## src/rtl/word_pack_pkg.sv

```systemverilog
// word_pack_pkg: shared widths and lane placement for the byte-to-word packer.
// Optional macro WORD_PACKER_LSB_FIRST_EN selects LSB-first byte placement
// (first byte in [7:0]); default is MSB-first (first byte in [WORD_W-1 -: BYTE_W]).
package word_pack_pkg;

  localparam int unsigned BYTE_W    = 8;
  localparam int unsigned NUM_BYTES = 4;
  localparam int unsigned WORD_W    = BYTE_W * NUM_BYTES;
  localparam int unsigned CNT_W     = $clog2(NUM_BYTES);
  localparam int unsigned BCNT_W    = $clog2(NUM_BYTES + 1);

  // Bit offset of the least significant bit of byte lane k within a word.
  function automatic int unsigned lane_lsb(input logic [CNT_W-1:0] k);
`ifdef WORD_PACKER_LSB_FIRST_EN
    return 32'(k) * BYTE_W;
`else
    return WORD_W - (32'(k) + 32'd1) * BYTE_W;
`endif
  endfunction

endpackage

```

## src/rtl/word_pack_out_reg.sv

```systemverilog
// word_pack_out_reg: one-entry valid/ready holding register for a packed word.
// Ports:
//   clk, rst_n      clock, asynchronous active-low reset
//   i_load          capture i_data/i_bytes/i_last (only asserted when not stalled)
//   i_data/i_bytes/i_last  word payload to capture
//   i_ready         downstream ready
//   o_data/o_bytes/o_last/o_valid  held word
//   o_stall         holding a word the downstream is not taking this cycle
module word_pack_out_reg
  import word_pack_pkg::*;
(
  input  logic              clk,
  input  logic              rst_n,
  input  logic              i_load,
  input  logic [WORD_W-1:0] i_data,
  input  logic [BCNT_W-1:0] i_bytes,
  input  logic              i_last,
  input  logic              i_ready,
  output logic [WORD_W-1:0] o_data,
  output logic [BCNT_W-1:0] o_bytes,
  output logic              o_last,
  output logic              o_valid,
  output logic              o_stall
);

  logic [WORD_W-1:0] r_data;
  logic [BCNT_W-1:0] r_bytes;
  logic              r_last;
  logic              r_valid;

  assign o_stall = r_valid && !i_ready;

  // A load always wins: covers both the empty case and drain-plus-reload in one cycle.
  always_ff @(posedge clk or negedge rst_n) begin
    if (!rst_n) begin
      r_data  <= '0;
      r_bytes <= '0;
      r_last  <= 1'b0;
      r_valid <= 1'b0;
    end else if (i_load) begin
      r_data  <= i_data;
      r_bytes <= i_bytes;
      r_last  <= i_last;
      r_valid <= 1'b1;
    end else if (r_valid && i_ready) begin
      r_valid <= 1'b0;
    end
  end

  assign o_data  = r_data;
  assign o_bytes = r_bytes;
  assign o_last  = r_last;
  assign o_valid = r_valid;

endmodule

```

## src/rtl/word_packer.sv

```systemverilog
// word_packer: packs a valid/ready byte stream into WORD_W-bit words.
// in_last flushes a partial word (zero padded) and reports its byte count.
// Optional macro WORD_PACKER_LSB_FIRST_EN: first byte in the low lane instead of the high lane.
// Ports:
//   clk, rst_n                     clock, asynchronous active-low reset
//   in_data/in_valid/in_last       byte stream input
//   in_ready                       byte accepted when in_valid && in_ready
//   out_data/out_bytes/out_last    packed word, valid byte count, packet end
//   out_valid/out_ready            word handshake
module word_packer
  import word_pack_pkg::*;
(
  input  logic              clk,
  input  logic              rst_n,
  input  logic [BYTE_W-1:0] in_data,
  input  logic              in_valid,
  input  logic              in_last,
  output logic              in_ready,
  output logic [WORD_W-1:0] out_data,
  output logic [BCNT_W-1:0] out_bytes,
  output logic              out_last,
  output logic              out_valid,
  input  logic              out_ready
);

  logic [WORD_W-1:0] r_acc;
  logic [CNT_W-1:0]  r_cnt;

  logic              w_stall;
  logic              w_at_top;
  logic              w_accept;
  logic              w_complete;
  logic [WORD_W-1:0] w_lane;
  logic [WORD_W-1:0] w_merged;
  logic [BCNT_W-1:0] w_bytes;

  assign w_at_top = (r_cnt == CNT_W'(NUM_BYTES - 1));

  // Only a completing byte needs the output register, so only it waits on a stall.
  assign in_ready   = !(w_stall && (w_at_top || in_last));
  assign w_accept   = in_valid && in_ready;
  assign w_complete = w_accept && (w_at_top || in_last);

  // Lanes at and beyond r_cnt are still zero, so OR-ing in the new byte is enough.
  always_comb begin
    w_lane   = WORD_W'(in_data) << lane_lsb(r_cnt);
    w_merged = r_acc | w_lane;
    w_bytes  = BCNT_W'(r_cnt) + BCNT_W'(1);
  end

  always_ff @(posedge clk or negedge rst_n) begin
    if (!rst_n) begin
      r_acc <= '0;
      r_cnt <= '0;
    end else if (w_complete) begin
      r_acc <= '0;
      r_cnt <= '0;
    end else if (w_accept) begin
      r_acc <= w_merged;
      r_cnt <= r_cnt + CNT_W'(1);
    end
  end

  word_pack_out_reg u_out_reg (
    .clk     (clk),
    .rst_n   (rst_n),
    .i_load  (w_complete),
    .i_data  (w_merged),
    .i_bytes (w_bytes),
    .i_last  (in_last),
    .i_ready (out_ready),
    .o_data  (out_data),
    .o_bytes (out_bytes),
    .o_last  (out_last),
    .o_valid (out_valid),
    .o_stall (w_stall)
  );

endmodule

```

## config.mk

```make
export PLATFORM = sky130hd
export DESIGN_NAME = word_packer
export DESIGN_NICKNAME = d
export VERILOG_FILES = /design/src/rtl/word_pack_pkg.sv /design/src/rtl/word_pack_out_reg.sv /design/src/rtl/word_packer.sv
export SDC_FILE = /design/constraint.sdc
export NUM_CORES = 1
export LEC_CHECK = 0
export BUFFER_PORTS_ARGS = -buffer_cell sky130_fd_sc_hd__buf_2
export CORE_UTILIZATION = 42
export CTS_CLUSTER_DIAMETER = 200
export DETAILED_ROUTE_END_ITERATION = 10
export HOLD_SLACK_MARGIN = 0.02
export PLACE_DENSITY = 0.68
export SETUP_SLACK_MARGIN = 0.4
export SLEW_MARGIN = 0
export SYNTH_ARGS = -nofsm -noshare
export SYNTH_HDL_FRONTEND = slang
export SYNTH_SLANG_ARGS = --single-unit
export TNS_END_PERCENT = 50
```

## constraint.sdc

```tcl
create_clock -name clk -period 1.8 [get_ports clk]
set_clock_uncertainty 0.05 [all_clocks]
set_input_delay 0.09 -clock clk [delete_from_list [all_inputs] [get_ports clk]]
set_output_delay 0.09 -clock clk [all_outputs]
set_load 0.03 [all_outputs]
```

# Yosys cells after proc, flatten, opt, wreduce, memory -nomap -nowiden

Cells that the tools add are included.

Bitwise gates (word level): 1
Reduce and logical (&&, ||, !) cells: 10
Mux-type cells: 6
Shift operators: 1
Order comparisons: 0
$add $sub $neg: 4
Div/mod/pow operators: 0
Multiply operators: 0
Eq/ne operators: 1

Operator list:

| cell                                            | number |
|---|---|
| 2-to-1 mux 32 bit                               | 2 |
| OR 32 bit                                       | 1 |
| << shifter 8 x 32 -> 32 bit                     | 1 |
| subtractor 6 x 6 -> 7 bit, first input constant | 1 |
| adder 2 x 1 -> 3 bit, second input constant     | 2 |
| logical AND 1 bit                               | 5 |
| 2-to-1 mux 2 bit                                | 2 |
| nonzero test 2 bit                              | 2 |
| adder 2 x 1 -> 2 bit, second input constant     | 1 |
| equality test 2 bit, second input constant      | 1 |
| logical NOT 1 bit                               | 2 |
| 2-to-1 mux 1 bit                                | 2 |
| logical OR 1 bit                                | 1 |

Latch bits: 0
Bits in registers: 71
Logic and storage cells: 29
ROM bits: 0
Output and inout port bits: 38
Input port bits: 13
Memories kept: 0
Bits in writable memories: 0

# Longest topological paths before layout

Gate-level depths: netlist of the first run.

Depth in word-level cells: 7
Depth in mapped cells: 8
Depth with buffers taken out: 4

# Cells and area by module

Synthesis of the first run repeated with hierarchy kept, for this count alone.

Cell total of the unflattened synthesis: 211
Area, all modules: 3090.5 sq um

By module, submodules not included:

| module            | times used | seq. area each (sq um) | area each (sq um) | cells each |
|---|---|---|---|---|
| word_packer       | 1          | 850.8                  | 1566.5            | 132 |
| word_pack_out_reg | 1          | 925.9                  | 1524.0            | 79 |

# Worst setup path after synthesis of the first run

Ideal clock, no wire load.

Path type: register to register
Start: register r_cnt[0]
End: register r_acc[14]
Data arrival time: 1597 ps
Path buffers: 3
Setup slack: 80 ps
Required time: 1677 ps
Cell stages (with the launch flop): 8
Clock period less this slack: 1720 ps
Setup time: 73 ps
Cell sequence: dfrtp_1 > ha_1 > clkbuf_2 > nor2b_1 > clkbuf_1 > buf_2 > o2111ai_1 > a21oi_2

Longest elaborated chain between the ends: 7
Elaborated cells between the ends (all ways): 13
Classes of those cells: 2 x add/sub; 1 x eq/ne; 1 x shift; 2 x mux; 1 x bitwise; 6 x reduce/logical

Ends and longest elaborated chain:

| element                                                                           | RTL line          | RTL |
|---|---|---|
| from (decl)                                                                       | word_packer.sv:27 | `logic [CNT_W-1:0] r_cnt;` |
| from (signal assigned)                                                            | word_packer.sv:60 | `r_cnt <= r_cnt + CNT_W'(1);` |
| parallel branches: the longest is 7 deep, another holds subtractor 6 x 6 -> 7 bit | -                 |  |
| to (signal assigned)                                                              | word_packer.sv:59 | `r_acc <= w_merged;` |
| to (decl)                                                                         | word_packer.sv:26 | `logic [WORD_W-1:0] r_acc;` |

Parallel ways; which one is timed is not known. The select of a mux whose other input is x is not followed.
A chain may end at the register's enable or synchronous reset.

# Final worst setup path of the first run

Start: register r_cnt[1]
End: register r_acc[27]

Same word-level chain as after synthesis.

==> Flow_metrics.wiki, run 1 <==
{| class="wikitable"
! Metric !! Value
|-
| First-pass DRT Iterations || 5
|-
| Static leakage || 1.82 nW
|-
| Reg area || 1780 um^2
|-
| Non-filler instance count after layout || 489
|-
| Cell Pwr Density || around 1400 nW/um^2
|-
| Final number of setup-violating endpoints || 0
|-
| Core Footprint || between 7000 and 8000 um^2
|-
| Total track usage || ~23%
|-
| Setup repair after global routing missed its margin || yes
|-
| Final Slew Violations || 0
|-
| Per-instance average area after synthesis || around 11 um^2
|-
| Largest net degree at the start of global routing || 72
|-
| Power after layout || about 6.6 mW
|-
| Filler cells || 658
|-
| Post-detailed-route wirelength per cell || 19.8 um
|-
| Count of different cell masters after synthesis || 32
|-
| Clock transition time at the flip-flop clock pins of the worst setup and hold paths || 0.07 ns
|-
| Max Cap Violations || 0
|-
| Number of buffers added by the clock tree synthesis step || 9
|-
| Critical path launch point type || register
|-
| Slew at the pin with the worst max-slew slack || 0.422 ns
|-
| Count of standard-cell rows || 32
|-
| Buffer levels on the longest clock path || 2
|-
| Global-route wire length before repair || 15000 um
|-
| Kind of end point of the critical path || register
|-
| Synthesized Nets || 345
|-
| Clock net sink count || 71
|-
| Die span in x || 93.1 um
|-
| Result of the run || finished clean
|-
| Main synth FF type || sky130_fd_sc_hd__dfrtp_1
|-
| DRC marker count from the first detailed-route iteration || 268
|-
| Ant diodes || 0
|-
| GP Congestion || ~0.75
|-
| Number of placed instances with taps included || 454
|-
| Nets || 396
|-
| Clk_lat worst skew || 0.36 ns
|-
| Number of global-route vias before repair || 2816
|-
| Worst IR Drop VDD || between 0.8 and 0.9 mV
|-
| Synth warnings || 0
|-
| Post-Route Setup TNS || 0 ns
|-
| Final Cycle Share || 91.9%
|-
| Final setup margin || 0.145 ns
|-
| Growth of design area from synthesis to finish || 33.7%
|-
| Post-route DRC || 0
|-
| Min Tclk post-route || ~1.7 ns
|-
| Crit path arrival time || 1.89 ns
|-
| I/O pin count || 51
|-
| Via-per-instance ratio || 6.00
|-
| End-of-flow core utilization || 59.0%
|-
| Gate count of the mapped netlist || between 300 and 400
|-
| Sequential element share of the synthesized area || 51.0%
|-
| CTS tree || done
|-
| Floorplan die height || 93.1 um
|-
| Area of the die || roughly 8700 um^2
|-
| Placed wire-length estimate || around 5000 um
|-
| Final hold vios || 0
|-
| Number of synthesized flops with an enable pin || 0
|-
| Starting Density || 44.1%
|-
| Antenna violations before repair || 0
|-
| Maximum clock rate || 0.604 GHz
|-
| Ys async rst share || 100%
|-
| Class of the most critical hold timing path || input port to register
|-
| Area taken by multi-input logic gates || around 1700 um^2
|-
| Via count of the routed design || 2933
|-
| Fraction of layout cells with a size suffix above 1 || 47.5%
|-
| Netlist area before placement || 3480 um^2
|-
| Overflow left after global routing || 0
|-
| Start-to-end type of the worst setup path || register to register
|-
| Pre-CTS setup slack || 0.0653 ns
|-
| Count of buffers inserted at the top-level ports || 50
|-
| Required time of the worst setup path || 2.03 ns
|-
| Post-route ant nets || 0
|-
| Seq cells post-synth || 71
|-
| Maximum level of the CTS H-tree || 3
|-
| Clock root buffer || sky130_fd_sc_hd__clkbuf_8
|-
| Relative slew slack || 71.9%
|-
| Drt total wl || 9680 um
|-
| Largest fanout on the critical path || 8
|}
==> final timing paths <==
path / startpoint / slack (ns) / cells after the start / to
max in group asynchronous: rst_n / 1.14 / 3 / r_acc[31]$_DFFE_PN0P_
hold reg to reg: u_out_reg.o_last$_DFFE_PN0P_ / 0.44 / 1 / u_out_reg.o_last$_DFFE_PN0P_
setup reg to reg: r_cnt[1]$_DFFE_PN0P_ / 0.15 / 7 / r_acc[27]$_DFFE_PN0P_
hold / removal: in_last / 0.06 / 3 / u_out_reg.o_bytes[2]$_DFFE_PN0P_
min in group asynchronous: rst_n / 0.22 / 3 / r_acc[1]$_DFFE_PN0P_
setup / recovery: r_cnt[1]$_DFFE_PN0P_ / 0.15 / 7 / r_acc[27]$_DFFE_PN0P_
==> worst max-delay path, cell delays in order, from the launching register on <==
cell                        delay (ns)
sky130_fd_sc_hd__dfrtp_1          0.41
sky130_fd_sc_hd__ha_4             0.18
sky130_fd_sc_hd__buf_4            0.14
sky130_fd_sc_hd__nor2_4           0.17
sky130_fd_sc_hd__buf_6            0.15
sky130_fd_sc_hd__clkbuf_16        0.16
sky130_fd_sc_hd__o2111ai_1        0.16
sky130_fd_sc_hd__a21oi_2          0.17
==> synthesized netlist by cell type (2+ instances only) <==
cell,instances,area (um^2)
sky130_fd_sc_hd__nor2_1,3,11.3
sky130_fd_sc_hd__inv_1,32,120
sky130_fd_sc_hd__a21bo_2,2,20.0
sky130_fd_sc_hd__a21oi_1,54,270
sky130_fd_sc_hd__a21oi_2,31,272
sky130_fd_sc_hd__o2111ai_1,30,263
sky130_fd_sc_hd__nor2b_1,3,18.8
sky130_fd_sc_hd__clkbuf_1,29,109
sky130_fd_sc_hd__nand3_1,2,10.0
sky130_fd_sc_hd__or2_1,2,12.5
sky130_fd_sc_hd__buf_6,6,67.6
sky130_fd_sc_hd__a31oi_1,33,206
sky130_fd_sc_hd__a21oi_4,9,146
sky130_fd_sc_hd__dfrtp_1,71,1780
sky130_fd_sc_hd__buf_2,7,35.0
==> timing repair <==
item                                    4_1_cts  5_1_grt
endpoints found under the setup margin       69       71
hold buffers                                  1        0
cloned                                        5        4
hold endpoints to repair                     71        0
pin swaps                                     2       22
setup buffers                                 4        5
resized for setup                            26       48
==> layout by cell type, fill, tap and decap left out, drive strengths merged, types with 2 or more instances in the layout <==
cell     count
a21oi       94
buf         79
dfrtp       71
inv         33
a31oi       33
o2111ai     30
clkbuf      14
nor2b        3
nor2         3
nand3        2
a21bo        2
bufinv       2
clkinv       2
or2          2
==> report_power, final <==
part	leakage (nW)	internal [mW]	switching, mW
Sequential	0.873	2.08	0.317
Combinational	0.843	1.04	1.75
Clock	0.107	0.790	0.650
Total	1.82	3.91	2.72
==> stage by stage <==
stage / hold slack, ns / area [um^2]
2_1_floorplan: -0.256 / 3510
3_3_place_gp: 0.0973 / 3800
3_5_place_dp: 0.0957 / 3800
4_1_cts: 0.0401 / 4310
5_1_grt: 0.0641 / 4650
6_report: 0.0562 / 4650
==> cell families after synthesis <==
logic type               after synthesis  synth area share (%)
AND/OR/NAND/NOR                       17                  2.95
flip-flops                            71                  51.0
adder cells (fa/ha/maj)                1                 0.359
buffers and inverters                 76                  10.1
multiplexers                           2                 0.611
AO/OA/AOI/OAI                        164                  35.0
==> layout make-up <==
cell class	count	share of cell area [%]
Sequential cell	71	38.2
Clock buffer	10	2.74
Tap cell	102	2.74
Clock inverter	6	2.02
Multi-Input combinational cell	184	36.3
Inverter	32	2.58
Timing Repair Buffer	84	15.4
==> layer usage <==
metal,share of wire (%),GRT usage (%),vias up
li1,-,-,1315
met1,45,32.8,1475
met2,47,33.5,123
met3,6.5,5.53,20
met4,1.8,8.08,0
met5,0,0,-
==> sequential cells by signal, indices dropped and copies added, names as in the netlist <==
register / flops
u_out_reg.o_valid: 1
r_cnt: 2
u_out_reg.o_data: 32
r_acc: 32
u_out_reg.o_bytes: 3
u_out_reg.o_last: 1
(Power assumes the default switching activity.)
==> inputs of run 2 (changes only) <==
ABC_AREA = 1   (was not set)
PLACE_DENSITY = not set   (was 0.68)
==> run 2 against run 1 <==
Effect of this change:
- sequential cell count unchanged
- clock power down 11%
- critical path depth down 2
- synthesized cell count up 16%
- cell count up 13%
- non-clock buffer count down 10
- setup slack better by 0.22 ns
- sequential power down 12%
- area after synthesis down 9.6%
==> Flow_metrics.wiki, run 2 <==
{| class="wikitable"
! Metric !! Value
|-
| Result of the run || finished clean
|-
| Seq cells post-synth || 71 (unchanged)
|-
| Worst IR Drop VDD || 0.635 mV (-24%)
|-
| Post-route ant nets || 0 (unchanged)
|-
| Global-route wire length before repair || 11200 um (-25%)
|-
| Synthesized Nets || 397 (+15%)
|-
| Clock transition time at the flip-flop clock pins of the worst setup and hold paths || 0.07 ns (about the same)
|-
| Antenna violations before repair || 0 (unchanged)
|-
| GP Congestion || 0.713 (-4.7%)
|-
| Number of placed instances with taps included || 518 (+14%)
|-
| Cell taking the most area after synthesis || sky130_fd_sc_hd__dfrtp_1
|-
| Final Slew Violations || 0 (unchanged)
|-
| Final Cycle Share || 79.9% (-12 points)
|-
| Netlist area before placement || 3150 um^2 (-9.6%)
|-
| Count of buffers inserted at the top-level ports || 50 (unchanged)
|-
| Crit path arrival time || 1.30 ns (-0.59 ns)
|-
| Relative slew slack || 74.1% (+2.3 points)
|-
| Synth warnings || 0 (unchanged)
|-
| Final setup margin || 0.361 ns (+0.216 ns)
|-
| Critical path launch point type || register
|-
| Leading cell type by number of instances after synthesis || sky130_fd_sc_hd__nand2_1
|-
| Clock root buffer || sky130_fd_sc_hd__clkbuf_8
|-
| Number of buffers added by the clock tree synthesis step || 9 (unchanged)
|-
| Pre-CTS setup slack || 0.239 ns (+0.174 ns)
|-
| Area of the die || 7850 um^2 (-9.4%)
|-
| Top Family by Delay on Critical Path || flip-flops
|-
| Fraction of layout cells with a size suffix above 1 || 30.6% (-17 points)
|-
| Total track usage || 19.1% (-3.8 points)
|-
| Final design instance area without fill || 4300 um^2 (-7.7%)
|-
| Required time of the worst setup path || 1.66 ns (-0.37 ns)
|-
| Post-Route Setup TNS || 0 ns (unchanged)
|-
| Non-filler instance count after layout || 553 (+13%)
|-
| First-pass DRT Iterations || 4 (-1)
|-
| Count of standard-cell rows || 31 (-3.1%)
|-
| Final hold vios || 0 (unchanged)
|-
| Largest fanout on the critical path || 4 (-4)
|-
| Total cell area at the placement stage || 3520 um^2 (-7.5%)
|-
| Overflow left after global routing || 0 (unchanged)
|-
| Number of synthesized flops with an enable pin || 0 (unchanged)
|-
| Setup repair after global routing missed its margin || yes
|-
| Class of the most critical hold timing path || input port to register
|-
| Post-route DRC || 0 (unchanged)
|-
| Max Cap Violations || 0 (unchanged)
|-
| Final number of setup-violating endpoints || 0 (unchanged)
|-
| Power after layout || 5.58 mW (-16%)
|-
| Via count of the routed design || 2667 (-9.1%)
|-
| Most common cell after layout, fill and taps aside || sky130_fd_sc_hd__nand2_1
|-
| Worst path buffer plus inverter count || 2 (-1)
|-
| Top cell type's share of synthesized area || 56.4% (+5.4 points)
|-
| Cell Chain, Critical Path || ha_4, inv_4, nand2_8, nand2_8, buf_6
|-
| Growth of design area from synthesis to finish || 36.4%
|-
| Number of global-route vias before repair || 2430 (-14%)
|-
| Main synth FF type || sky130_fd_sc_hd__dfrtp_1
|-
| Maximum clock rate || 0.695 GHz (+15%)
|-
| Post-detailed-route wirelength per cell || 13.9 um (-30%)
|-
| Most frequent cells in the layout || sky130_fd_sc_hd__nand2_1 (83), sky130_fd_sc_hd__dfrtp_1 (70), sky130_fd_sc_hd__inv_1 (66), sky130_fd_sc_hd__buf_2 (49), sky130_fd_sc_hd__o21ai_1 (33)
|-
| Ys async rst share || 100% (unchanged)
|-
| Worst Hold Slack || 0.0816 ns (+0.0254 ns)
|-
| Largest net degree at the start of global routing || 72 (unchanged)
|-
| Count of different cell masters after synthesis || 18 (-44%)
|-
| Via-per-instance ratio || 4.82 (-20%)
|-
| Cell repeated most along the worst path || sky130_fd_sc_hd__nand2_8
|-
| Maximum level of the CTS H-tree || 3 (unchanged)
|-
| Floorplan die height || 88.6 um (-4.8%)
|-
| Sequential element share of the synthesized area || 56.4% (+5.4 points)
|-
| Ant diodes || 0 (unchanged)
|-
| Commonest cells in the synthesized netlist || sky130_fd_sc_hd__nand2_1 (105), sky130_fd_sc_hd__dfrtp_1 (71), sky130_fd_sc_hd__inv_1 (66)
|-
| Min Tclk post-route || 1.44 ns (-0.216 ns)
|-
| Die span in x || 88.6 um (-4.8%)
|-
| Starting Density || 43.4% (-0.73 points)
|-
| Core Footprint || 7250 um^2 (-8.0%)
|-
| Gate count of the mapped netlist || 383 (+16%)
|-
| Per-instance average area after synthesis || 8.22 um^2 (-22%)
|-
| Biggest cell delay along the critical path || 0.41 ns (about the same)
|-
| Clock net sink count || 71 (unchanged)
|-
| Start-to-end type of the worst setup path || register to primary output
|-
| Reg area || 1780 um^2 (about the same)
|-
| Static leakage || 2.16 nW (+18%)
|-
| Clk_lat worst skew || 0.34 ns (-0.02 ns)
|-
| Drt total wl || 7660 um (-21%)
|-
| Placed wire-length estimate || 4250 um (-14%)
|-
| Nets || 464 (+17%)
|-
| Cell Pwr Density || 1300 nW/um^2 (-8.8%)
|-
| Standard cell with the maximum stage delay on the critical path || sky130_fd_sc_hd__dfrtp_1
|-
| Slew at the pin with the worst max-slew slack || 0.388 ns (-0.0340 ns)
|-
| DRC marker count from the first detailed-route iteration || 114 (-57%)
|-
| Buffer levels on the longest clock path || 2 (unchanged)
|-
| Ranking of synthesized cells by area || sky130_fd_sc_hd__dfrtp_1 (56%), sky130_fd_sc_hd__nand2_1 (13%), sky130_fd_sc_hd__inv_1 (7.9%)
|-
| Area taken by multi-input logic gates || 1270 um^2 (-25%)
|-
| I/O pin count || 51 (unchanged)
|-
| End-of-flow core utilization || 59.2% (+0.23 points)
|-
| Kind of end point of the critical path || primary output
|-
| Filler cells || 646 (-1.8%)
|-
| CTS tree || done
|}
-- run 2: cell types whose count changed after synthesis, sizes merged, moves of 3 or more --
cell	change
a21oi	-62
a31oi	-33
buf	+4
clkbuf	-28
inv	+38
nand2	+107
nand3	+32
nor2	+6
nor2b	-3
o2111ai	-30
o21ai	+36
-- run 2: power breakdown --
| part | internal (mW) | total (mW) | switching, mW | leakage [nW] |
|---|---|---|---|---|
| registers | 1.93 | 2.10 | 0.166 | 0.950 |
| clock network | 0.706 | 1.28 | 0.572 | 0.0985 |
| logic | 0.759 | 2.20 | 1.44 | 1.11 |
| total | 3.40 | 5.58 | 2.18 | 2.16 |
-- run 2: kinds of logic (layout without fill, tap and decap cells) --
kind of cell / count (synthesis) / in the layout / synth area share [%]
AND/OR/NAND/NOR: 152 / 154 / 20.3
buffers and inverters: 90 / 159 / 12.0
flip-flops: 71 / 71 / 56.4
AO/OA/AOI/OAI: 69 / 69 / 11.0
adder cells (fa/ha/maj): 1 / 1 / 0.397
-- run 2: final timing paths --
| check | endpoint | startpoint | cells after the start | slack (ns) |
|---|---|---|---|---|
| max | in_ready | r_cnt[1]$_DFFE_PN0P_ | 5 | 0.36 |
| max reg2reg | r_cnt[1]$_DFFE_PN0P_ | r_cnt[1]$_DFFE_PN0P_ | 7 | 0.37 |
| max in group asynchronous | r_acc[27]$_DFFE_PN0P_ | rst_n | 3 | 1.14 |
| min in group asynchronous | u_out_reg.o_bytes[1]$_DFFE_PN0P_ | rst_n | 3 | 0.24 |
| min | u_out_reg.o_valid$_DFFE_PN0P_ | out_ready | 4 | 0.08 |
| min reg2reg | u_out_reg.o_data[5]$_DFFE_PN0P_ | u_out_reg.o_data[5]$_DFFE_PN0P_ | 2 | 0.43 |
-- run 2: layout make-up --
cell class | instances | share of cell area (%)
clock buffers | 12 | 3.61
well taps | 99 | 2.88
inverters | 70 | 6.46
multi-input cells | 224 | 29.6
flip-flops and latches | 71 | 41.4
clock inverters | 3 | 0.990
repair buffers | 74 | 15.1
-- run 2: worst register-to-register path: stages, from the launching register on --
cell and delay (ns):
sky130_fd_sc_hd__dfrtp_1 0.41, sky130_fd_sc_hd__ha_4 0.18, sky130_fd_sc_hd__inv_4 0.07, sky130_fd_sc_hd__nand2_8 0.08, sky130_fd_sc_hd__nand2_8 0.09, sky130_fd_sc_hd__nand2_4 0.20
sky130_fd_sc_hd__nand2_1 0.13, sky130_fd_sc_hd__o21ai_0 0.09
-- run 2: what timing repair did --
action                                  CTS  global route
pin swaps                                 2             9
gates resized for setup                   7            65
setup buffers                             8             0
cloned                                    2             8
hold buffers                              2             0
endpoints found under the hold margin    73             0
endpoints found under the setup margin   63            66
-- run 2: routing by layer --
metal / wire, um / share of wire (%) / GRT usage, %
met1: 3600 / 47 / 26.4
met2: 3610 / 47 / 29.7
met3: 311 / 4.1 / 2.80
met4: 142 / 1.9 / 8.80
met5: 0 / 0 / 0
